[src/rtl/sb_cfg_loader.sv]
// -----------------------------------------------------------------------------
// sb_cfg_loader
//
// Configuration loader for the switch_box routing fabric. It receives a framed,
// byte-wide bitstream over a valid/ready handshake, assembles the payload in a
// shadow register, checks it against an XOR checksum and commits it atomically
// to the dir/en buses that drive NUM_SB switch boxes.
//
// Frame: SYNC, PAY_B payload bytes (LSB-first bit stream), checksum byte
// (XOR of the payload bytes). Switch box k occupies payload bits
// [12k+11:12k] = {en[5:0], dir[5:0]}. Pad bits above NUM_SB*12 are ignored.
//
// Ports
//   clk        in   1          system clock, rising edge
//   rst_n      in   1          asynchronous active-low reset
//   cfg_valid  in   1          input byte valid
//   cfg_ready  out  1          loader can accept a byte
//   cfg_data   in   8          stream byte
//   cfg_abort  in   1          discard the frame in progress
//   dir_bus    out  NUM_SB*6   dir[5:0] of switch box k at [6k+5:6k]
//   en_bus     out  NUM_SB*6   en[5:0]  of switch box k at [6k+5:6k]
//   cfg_done   out  1          1-cycle pulse: frame committed
//   cfg_err    out  1          1-cycle pulse: checksum mismatch, frame dropped
//
// Optional feature (macro SB_CFG_READBACK_EN):
//   rb_req     in   1          request a readback of the committed buses
//   rb_valid   out  1          readback byte valid
//   rb_ready   in   1          readback consumer ready
//   rb_data    out  8          readback byte (payload bytes, then checksum)
// -----------------------------------------------------------------------------
module sb_cfg_loader #(
    parameter int         NUM_SB = 4,
    parameter logic [7:0] SYNC   = 8'hA5
) (
    input  logic                  clk,
    input  logic                  rst_n,
    input  logic                  cfg_valid,
    output logic                  cfg_ready,
    input  logic [7:0]            cfg_data,
    input  logic                  cfg_abort,
    output logic [NUM_SB*6-1:0]   dir_bus,
    output logic [NUM_SB*6-1:0]   en_bus,
    output logic                  cfg_done,
    output logic                  cfg_err
`ifdef SB_CFG_READBACK_EN
    ,
    input  logic                  rb_req,
    output logic                  rb_valid,
    input  logic                  rb_ready,
    output logic [7:0]            rb_data
`endif
);

    localparam int PAY_B = (NUM_SB * 12 + 7) / 8;
    localparam int SH_W  = PAY_B * 8;
    localparam int BUS_W = NUM_SB * 6;
    localparam int CNT_W = (PAY_B > 1) ? $clog2(PAY_B) : 1;

    localparam logic [CNT_W-1:0] LAST_BYTE = CNT_W'(PAY_B - 1);

    typedef enum logic [1:0] {
        HUNT = 2'd0,
        LOAD = 2'd1,
        CHK  = 2'd2,
        CMT  = 2'd3
    } state_e;

    state_e             state_q, state_d;
    logic [CNT_W-1:0]   cnt_q,   cnt_d;
    logic [7:0]         xor_q,   xor_d;
    logic [SH_W-1:0]    shadow_q, shadow_d;
    logic               match_q, match_d;
    logic [BUS_W-1:0]   dir_q,   dir_d;
    logic [BUS_W-1:0]   en_q,    en_d;
    logic               done_q,  done_d;
    logic               err_q,   err_d;

    logic               rb_busy;
    logic               cfg_xfer;

`ifdef SB_CFG_READBACK_EN
    logic               rb_active_q;
    assign rb_busy = rb_active_q;
`else
    assign rb_busy = 1'b0;
`endif

    // The commit cycle is a one-cycle bubble; readback also stalls the loader.
    assign cfg_ready = (state_q != CMT) && !rb_busy;
    assign cfg_xfer  = cfg_valid && cfg_ready;

    // -------------------------------------------------------------------------
    // Next-state / datapath
    // -------------------------------------------------------------------------
    always_comb begin
        // NOTE: every variable gets a default here so no path leaves one
        // unassigned; otherwise synthesis would infer a latch.
        state_d  = state_q;
        cnt_d    = cnt_q;
        xor_d    = xor_q;
        shadow_d = shadow_q;
        match_d  = match_q;
        dir_d    = dir_q;
        en_d     = en_q;
        done_d   = 1'b0;
        err_d    = 1'b0;

        if (cfg_abort) begin
            // Abort wins over any transfer in the same cycle, including a
            // commit: the buses keep their last committed value.
            state_d = HUNT;
            cnt_d   = '0;
            xor_d   = '0;
        end else begin
            unique case (state_q)
                HUNT: begin
                    if (cfg_xfer && (cfg_data == SYNC)) begin
                        state_d = LOAD;
                        cnt_d   = '0;
                        xor_d   = '0;
                    end
                end
                LOAD: begin
                    // A SYNC value here is ordinary payload; only the
                    // checksum guards against misframing.
                    if (cfg_xfer) begin
                        shadow_d[8*int'(cnt_q) +: 8] = cfg_data;
                        xor_d                        = xor_q ^ cfg_data;
                        if (cnt_q == LAST_BYTE) begin
                            state_d = CHK;
                        end else begin
                            cnt_d = cnt_q + 1'b1;
                        end
                    end
                end
                CHK: begin
                    if (cfg_xfer) begin
                        match_d = (cfg_data == xor_q);
                        state_d = CMT;
                    end
                end
                CMT: begin
                    // All boxes load on the same edge, so no partial frame
                    // is ever visible on the buses.
                    if (match_q) begin
                        for (int k = 0; k < NUM_SB; k++) begin
                            dir_d[6*k +: 6] = shadow_q[12*k     +: 6];
                            en_d[6*k +: 6]  = shadow_q[12*k + 6 +: 6];
                        end
                        done_d = 1'b1;
                    end else begin
                        err_d = 1'b1;
                    end
                    state_d = HUNT;
                    cnt_d   = '0;
                    xor_d   = '0;
                end
                default: state_d = HUNT;
            endcase
        end
    end

    // NOTE: sequential state uses non-blocking assignments only, so every
    // flop samples the values from before the edge regardless of block order.
    always_ff @(posedge clk or negedge rst_n) begin
        if (!rst_n) begin
            state_q  <= HUNT;
            cnt_q    <= '0;
            xor_q    <= '0;
            shadow_q <= '0;
            match_q  <= 1'b0;
            dir_q    <= '0;
            en_q     <= '0;
            done_q   <= 1'b0;
            err_q    <= 1'b0;
        end else begin
            state_q  <= state_d;
            cnt_q    <= cnt_d;
            xor_q    <= xor_d;
            shadow_q <= shadow_d;
            match_q  <= match_d;
            dir_q    <= dir_d;
            en_q     <= en_d;
            done_q   <= done_d;
            err_q    <= err_d;
        end
    end

    assign dir_bus  = dir_q;
    assign en_bus   = en_q;
    assign cfg_done = done_q;
    assign cfg_err  = err_q;

`ifdef SB_CFG_READBACK_EN
    // -------------------------------------------------------------------------
    // Readback: snapshot the committed buses and stream them out in the same
    // packing as the load frame, followed by the XOR checksum.
    // -------------------------------------------------------------------------
    localparam int RB_CNT_W = $clog2(PAY_B + 1);
    localparam logic [RB_CNT_W-1:0] RB_CHK = RB_CNT_W'(PAY_B);

    function automatic logic [SH_W-1:0] pack_buses(input logic [BUS_W-1:0] d,
                                                   input logic [BUS_W-1:0] e);
        logic [SH_W-1:0] p;
        p = '0;
        for (int k = 0; k < NUM_SB; k++) begin
            p[12*k     +: 6] = d[6*k +: 6];
            p[12*k + 6 +: 6] = e[6*k +: 6];
        end
        return p;
    endfunction

    logic                rb_active_d;
    logic [RB_CNT_W-1:0] rb_cnt_q, rb_cnt_d;
    logic [7:0]          rb_xor_q, rb_xor_d;
    logic [SH_W-1:0]     rb_snap_q, rb_snap_d;
    logic                rb_start;
    logic                rb_xfer;

    assign rb_start = rb_req && !rb_active_q && (state_q == HUNT);
    assign rb_valid = rb_active_q;
    assign rb_xfer  = rb_active_q && rb_ready;

    always_comb begin
        rb_data = rb_xor_q;
        if (rb_cnt_q != RB_CHK) begin
            rb_data = rb_snap_q[8*int'(rb_cnt_q) +: 8];
        end
    end

    always_comb begin
        rb_active_d = rb_active_q;
        rb_cnt_d    = rb_cnt_q;
        rb_xor_d    = rb_xor_q;
        rb_snap_d   = rb_snap_q;

        if (rb_start) begin
            rb_active_d = 1'b1;
            rb_cnt_d    = '0;
            rb_xor_d    = '0;
            rb_snap_d   = pack_buses(dir_q, en_q);
        end else if (rb_xfer) begin
            if (rb_cnt_q == RB_CHK) begin
                rb_active_d = 1'b0;
            end else begin
                rb_xor_d = rb_xor_q ^ rb_data;
                rb_cnt_d = rb_cnt_q + 1'b1;
            end
        end
    end

    always_ff @(posedge clk or negedge rst_n) begin
        if (!rst_n) begin
            rb_active_q <= 1'b0;
            rb_cnt_q    <= '0;
            rb_xor_q    <= '0;
            rb_snap_q   <= '0;
        end else begin
            rb_active_q <= rb_active_d;
            rb_cnt_q    <= rb_cnt_d;
            rb_xor_q    <= rb_xor_d;
            rb_snap_q   <= rb_snap_d;
        end
    end
`endif

endmodule

[config.mk]
export PLATFORM = sky130hd
export DESIGN_NAME = sb_cfg_loader
export DESIGN_NICKNAME = d
export VERILOG_FILES = /design/src/rtl/sb_cfg_loader.sv
export SDC_FILE = /design/constraint.sdc
export NUM_CORES = 1
export LEC_CHECK = 0
export ABC_CLOCK_PERIOD_IN_PS = 3200
export BUFFER_PORTS_ARGS = -buffer_cell sky130_fd_sc_hd__buf_2
export CORE_MARGIN = 2
export CORE_UTILIZATION = 40
export CTS_CLUSTER_SIZE = 25
export DETAILED_ROUTE_END_ITERATION = 7
export GPL_TIMING_DRIVEN = 1
export PLACE_DENSITY = 0.55
export SYNTH_ARGS = -nofsm -noshare
export SYNTH_HDL_FRONTEND = slang
export SYNTH_SLANG_ARGS = --single-unit
[constraint.sdc]
create_clock -name clk -period 3.2 [get_ports clk]
set_input_delay 0 -clock clk [delete_from_list [all_inputs] [get_ports clk]]
set_output_delay 0 -clock clk [all_outputs]
set_load 0.005 [all_outputs]
[Word-level counts from Yosys, hierarchy flattened]
Index checks and enable logic that the tools add are counted.
Storage, ports and cells
  flip-flop bits (word level): 112
  latch bits: 0
  bits in writable memories: 0
  memory bits (read-only): 0
  input port bits: 12
  output and inout port bits: 51
  word-level logic and storage cells: 59
  memories kept: 0
Cells by class
  add/subtract/negate cells: 2
  multipliers: 0
  divide/modulo/power cells: 0
  magnitude comparators: 0
  equality and inequality tests: 12
  shift operators: 2
  mux-type cells: 22
  bitwise logic cells: 2
  reduce and logical (&&, ||, !) cells: 10
Operators with widths (number)
  $bwmux W48: 1
  $shift A8 B33 Y48 const A: 1
  $shiftx A8 B33 Y48: 1
  $neg A6 Y33: 1
  $mux W8: 3
  $pmux W8 S3: 1
  $ne A3 B3 Y1 const B: 5
  $mux W3: 4
  $reduce_and A3 Y1: 4
  $mux W2: 5
  $pmux W3 S3: 1
  $eq A8 B8 Y1: 1
  $eq A8 B8 Y1 const B: 1
  $pmux W2 S4: 1
  $reduce_and A4 Y1: 2
  $xor A8 B8 Y8: 1
  $mux W1: 6
  $eq A2 B2 Y1 const B: 2
  $reduce_bool A4 Y1: 1
  $add A3 B1 Y3 const B: 1
  $eq A3 B3 Y1 const B: 1
  $eq A2 B1 Y1 const B: 1
  $logic_and A1 B1 Y1: 2
  $logic_not A2 Y1: 1
  other kinds (2): 2

[Logic depth before layout (Yosys ltp)]
  depth after elaboration: 6
  depth in mapped cells: 9
  mapped depth without buffers: 7

[Least setup slack after synthesis]
No wires, ideal clock.
  path kind: reg-to-reg
  start: register cnt_q[0]
  end: register shadow_q[18]
  library setup time: 84 ps
  arrival time: 2218 ps
  slack: 898 ps
  cell stages (with the launch flop): 10
  buffers on the path: 2
  clock period less this slack: 2302 ps
  path through: dfrtp_1 > clkbuf_1 > inv_1 > ha_1 > ha_1 > buf_2 > nand2_1 > nor4_1 > nand2_1 > o21ai_0
On the way
  longest elaborated chain between the ends: 3
Ends and longest elaborated chain
  from (decl): line 69  | logic [CNT_W-1:0] cnt_q, cnt_d;
  from (signal assigned): line 178  | cnt_q <= cnt_d;
  $neg A6 Y33 (*): line 127  | shadow_d[8*int'(cnt_q) +: 8] = cfg_data;
  $shiftx A8 B33 Y48 / $shift A8 B33 Y48 (equally long branches): line 127
  $bwmux W48 (*): line 127
  to (signal assigned): line 180  | shadow_q <= shadow_d;
  to (decl): line 71  | logic [SH_W-1:0] shadow_q, shadow_d;
Every way passes the cells marked *; elsewhere a longest branch is shown, timed or not.
A chain may end at the register's enable or synchronous reset.

[Worst setup path after layout]
  start: register cnt_q[0]
  end: register shadow_q[19]
The elaborated chain is that of the path after synthesis.

==> summary.txt <==
Run status
  • Status: finished, final reports clean

Place
  • Setup WS pre-CTS: 0.581 ns
  • Routability cong.: 0.792
  • Dpl hpwl: 7.33 mm
  • Port Buffer Count: 62

Worst setup path
  • Setup crit end kind: flip-flop
  • Crit-path cells: inv_1 -> ha_1 -> ha_1 -> nand2_1 -> nor4_1 -> nand2_1 -> o21ai_0
  • Crit Path Max Fanout: 15
  • Max stage delay cell, worst path: nor4_1
  • Crit start category: flip-flop
  • Crit path DAT: 2.90 ns
  • CP max stage delay: 0.65 ns
  • Buf/Inv on CP: 1
  • Worst EP required: 3.46 ns
  • Cell family with most CP delay: simple AND/OR/NAND/NOR gates
  • Critical path class: reg2reg

Global route
  • First-pass GRT wire length: 18.0 mm
  • Routing usage on met1: 25.0%
  • Pin count of the biggest net entering global routing: 61
  • Vias in the first global route: 3473
  • GRT overflow: 0
  • Met2 Use GR: 28.1%
  • Total GRT Usage: 17.9%
  • Global Route met3 Usage: 4.02%
  • Initial antenna violation count: 0
  • GRT Max-Usage Layer: met2

Timing
  • Final worst path period share: 82.6%
  • Fmax: 0.378 GHz
  • RSZ-0062 raised after global routing: no
  • Clk_skew: 0.00489 ns
  • Final Critical Period: 2.64 ns
  • Worst-margin pin slew: 0.837 ns
  • Hold WS: 0.0342 ns
  • Rel. slew slack: 43.7%
  • Setup TNS: 0 ns
  • Final hold violation count: 0
  • Final setup viols: 0
  • Worst setup margin: 0.555 ns
  • Max Slew Vio Count: 0

Power and ir drop
  • LEAKAGE: 0.00308 µW
  • Max VDD drop: 0.300 mV
  • PD cells: 569 mW/mm²
  • Total power: 3270 µW

Synth
  • Most area-consuming cells after synthesis: dfrtp_1 (58%), nand2_1 (15%), mux2_2 (6.0%), ha_1 (2.8%), nand2b_1 (1.9%)
  • Post-synth top area cell: dfrtp_1
  • Syn Nets: 514
  • Netlist Area Pre-Place: 0.00486 mm²
  • Post-synthesis sequential element count: 112
  • Post-Syn Instances: 491
  • Share of the synthesized area in the top cell type: 57.6%
  • Main flop type after synthesis: dfrtp_1
  • Post-synthesis cell type count: 42
  • EDFF count, synth: 0
  • Synth Warn #: 0
  • Post-synthesis sequential area ratio: 57.6%
  • Syn_area_per_cell: 9.91 µm²
  • Async set or reset register ratio after synthesis: 100%

Floorplan
  • Number of top-level pins: 63
  • Initial core utilization: 40.7%
  • Area of the core: 0.0120 mm²
  • Site Rows: 40
  • Die width: 114 µm
  • Die Ht: 114 µm
  • Die ar.: 0.0131 mm²

Detailed routing
  • Iter 0 DRT Violations: 199
  • Vias per std cell: 5.03
  • ANT nets after route: 0
  • DR WL/cell: 15.4 µm
  • Via Count: 3556
  • Drt drc: 0
  • Pre-antenna DRT Iters: 4
  • Total routed wirelength: 10.9 mm

Clock network
  • Clock Path Buffers: 2
  • Worst-path clk slew: 0.07 ns
  • CTS Buf Count: 9
  • Post-CTS sizing: 0
  • Setup Buffers After CTS: 0
  • # hold bufs at CTS: 8
  • Root Buffer Master: clkbuf_16
  • H-tree levels: 3
  • Clk sinks: 112
  • Worst-Skew Late Latency: 0.35 ns
  • CTS tree: yes

Layout
  • Reg area: 0.00280 mm²
  • Antenna diodes: 0
  • Nets: 578
  • Layout fillers: 1123
  • Fraction of layout cells with a size suffix above 1: 19.5%
  • Area taken by multi-input logic gates: 0.00194 mm²
  • Synthesis-to-layout area growth: 18.2%

Run
  • Max_cap viols: 0

Min path
  • Type of the worst min-delay path: in2reg
[cells by family (layout without fill, tap and decap cells)]
group	count (synthesis)	count (layout)	share of synthesized area, %
XOR/XNOR	1	1	0.180
multiplexers	28	28	6.43
AO/OA/AOI/OAI	44	44	6.02
buffers and inverters	31	100	2.44
AND/OR/NAND/NOR	264	264	24.5
flip-flops	112	112	57.6
adder cells (fa/ha/maj)	11	11	2.83
[per-layer routing]
metal  wire length [µm]  vias to the layer above
met2               4940                       90
met1               5130                     1704
met3                665                       10
met5                  0                        -
li1                   -                     1752
met4                135                        0
[power breakdown]
part	internal, µW	switching, µW
registers	1490	56.2
clock network	767	492
logic	188	275
total	2450	824
[placed cells by master (no fill, tap or decap), drive strengths merged, types with 9 or more instances in the layout]
| master | count |
|---|---|
| buf | 67 |
| clkbuf | 13 |
| dfrtp | 112 |
| ha | 11 |
| inv | 9 |
| mux2 | 26 |
| nand2 | 194 |
| nand2b | 15 |
| nand3 | 9 |
| nand4 | 9 |
| o21ai | 16 |
[stage by stage]
step                      instance area (µm²)  utilization, %  std cells
after floorplan                          4860               -        491
after global routing                     5750            48.1        707
after CTS                                5750            48.1        707
final                                    5750            48.1        707
after detailed placement                 5340            44.6        683
after global placement                   5340            44.6        683
[synthesized netlist by cell type, types with 2 or more instances]
cell type and n:
nand3_1 9, ha_1 11, nand3b_1 4, buf_2 2, a211oi_1 7, nor2_1 5
clkbuf_1 19, a21o_1 7, and4_1 2, nand2b_1 15, nand2_1 194, o31ai_1 3
a21oi_1 3, o21ai_0 16, inv_1 9, and3_1 2, nand4_1 9, nor3_1 6
and2_1 6, nor4b_1 2, mux2i_1 2, mux2_2 26, o41ai_1 2, dfrtp_1 112
[registers in the layout, summed over array words and instances (netlist names)]
| name | cells |
|---|---|
| shadow_q | 48 |
| dir_bus | 24 |
| en_bus | 24 |
| xor_q | 8 |
| cnt_q | 3 |
| state_q | 2 |
| cfg_done | 1 |
| cfg_err | 1 |
| match_q | 1 |
[final cells by class]
type / count / area share (%)
timing repair buffer: 75 / 7.92
multi-input combinational: 348 / 33.8
sequential: 112 / 48.7
clock buffer: 13 / 4.18
tap: 147 / 3.20
clock inverter: 3 / 1.57
inverter: 9 / 0.588
[tightest hold or removal path: stages]
cell	delay (ns)
buf_2	0.19
nand2_1	0.08
o21ai_0	0.06
[worst paths after layout]
path,start,end,slack [ns],depth (start not counted)
max,cnt_q[0],shadow_q[19],0.56,7
min,cfg_data[3],shadow_q[35],0.03,3
max reg2reg,cnt_q[0],shadow_q[19],0.56,7
min reg2reg,match_q,cfg_err,0.46,1
max in group asynchronous,rst_n,shadow_q[45],2.18,3
min in group asynchronous,rst_n,dir_bus[21],0.28,2
No activity file was read; power rests on OpenSTA's default activity.
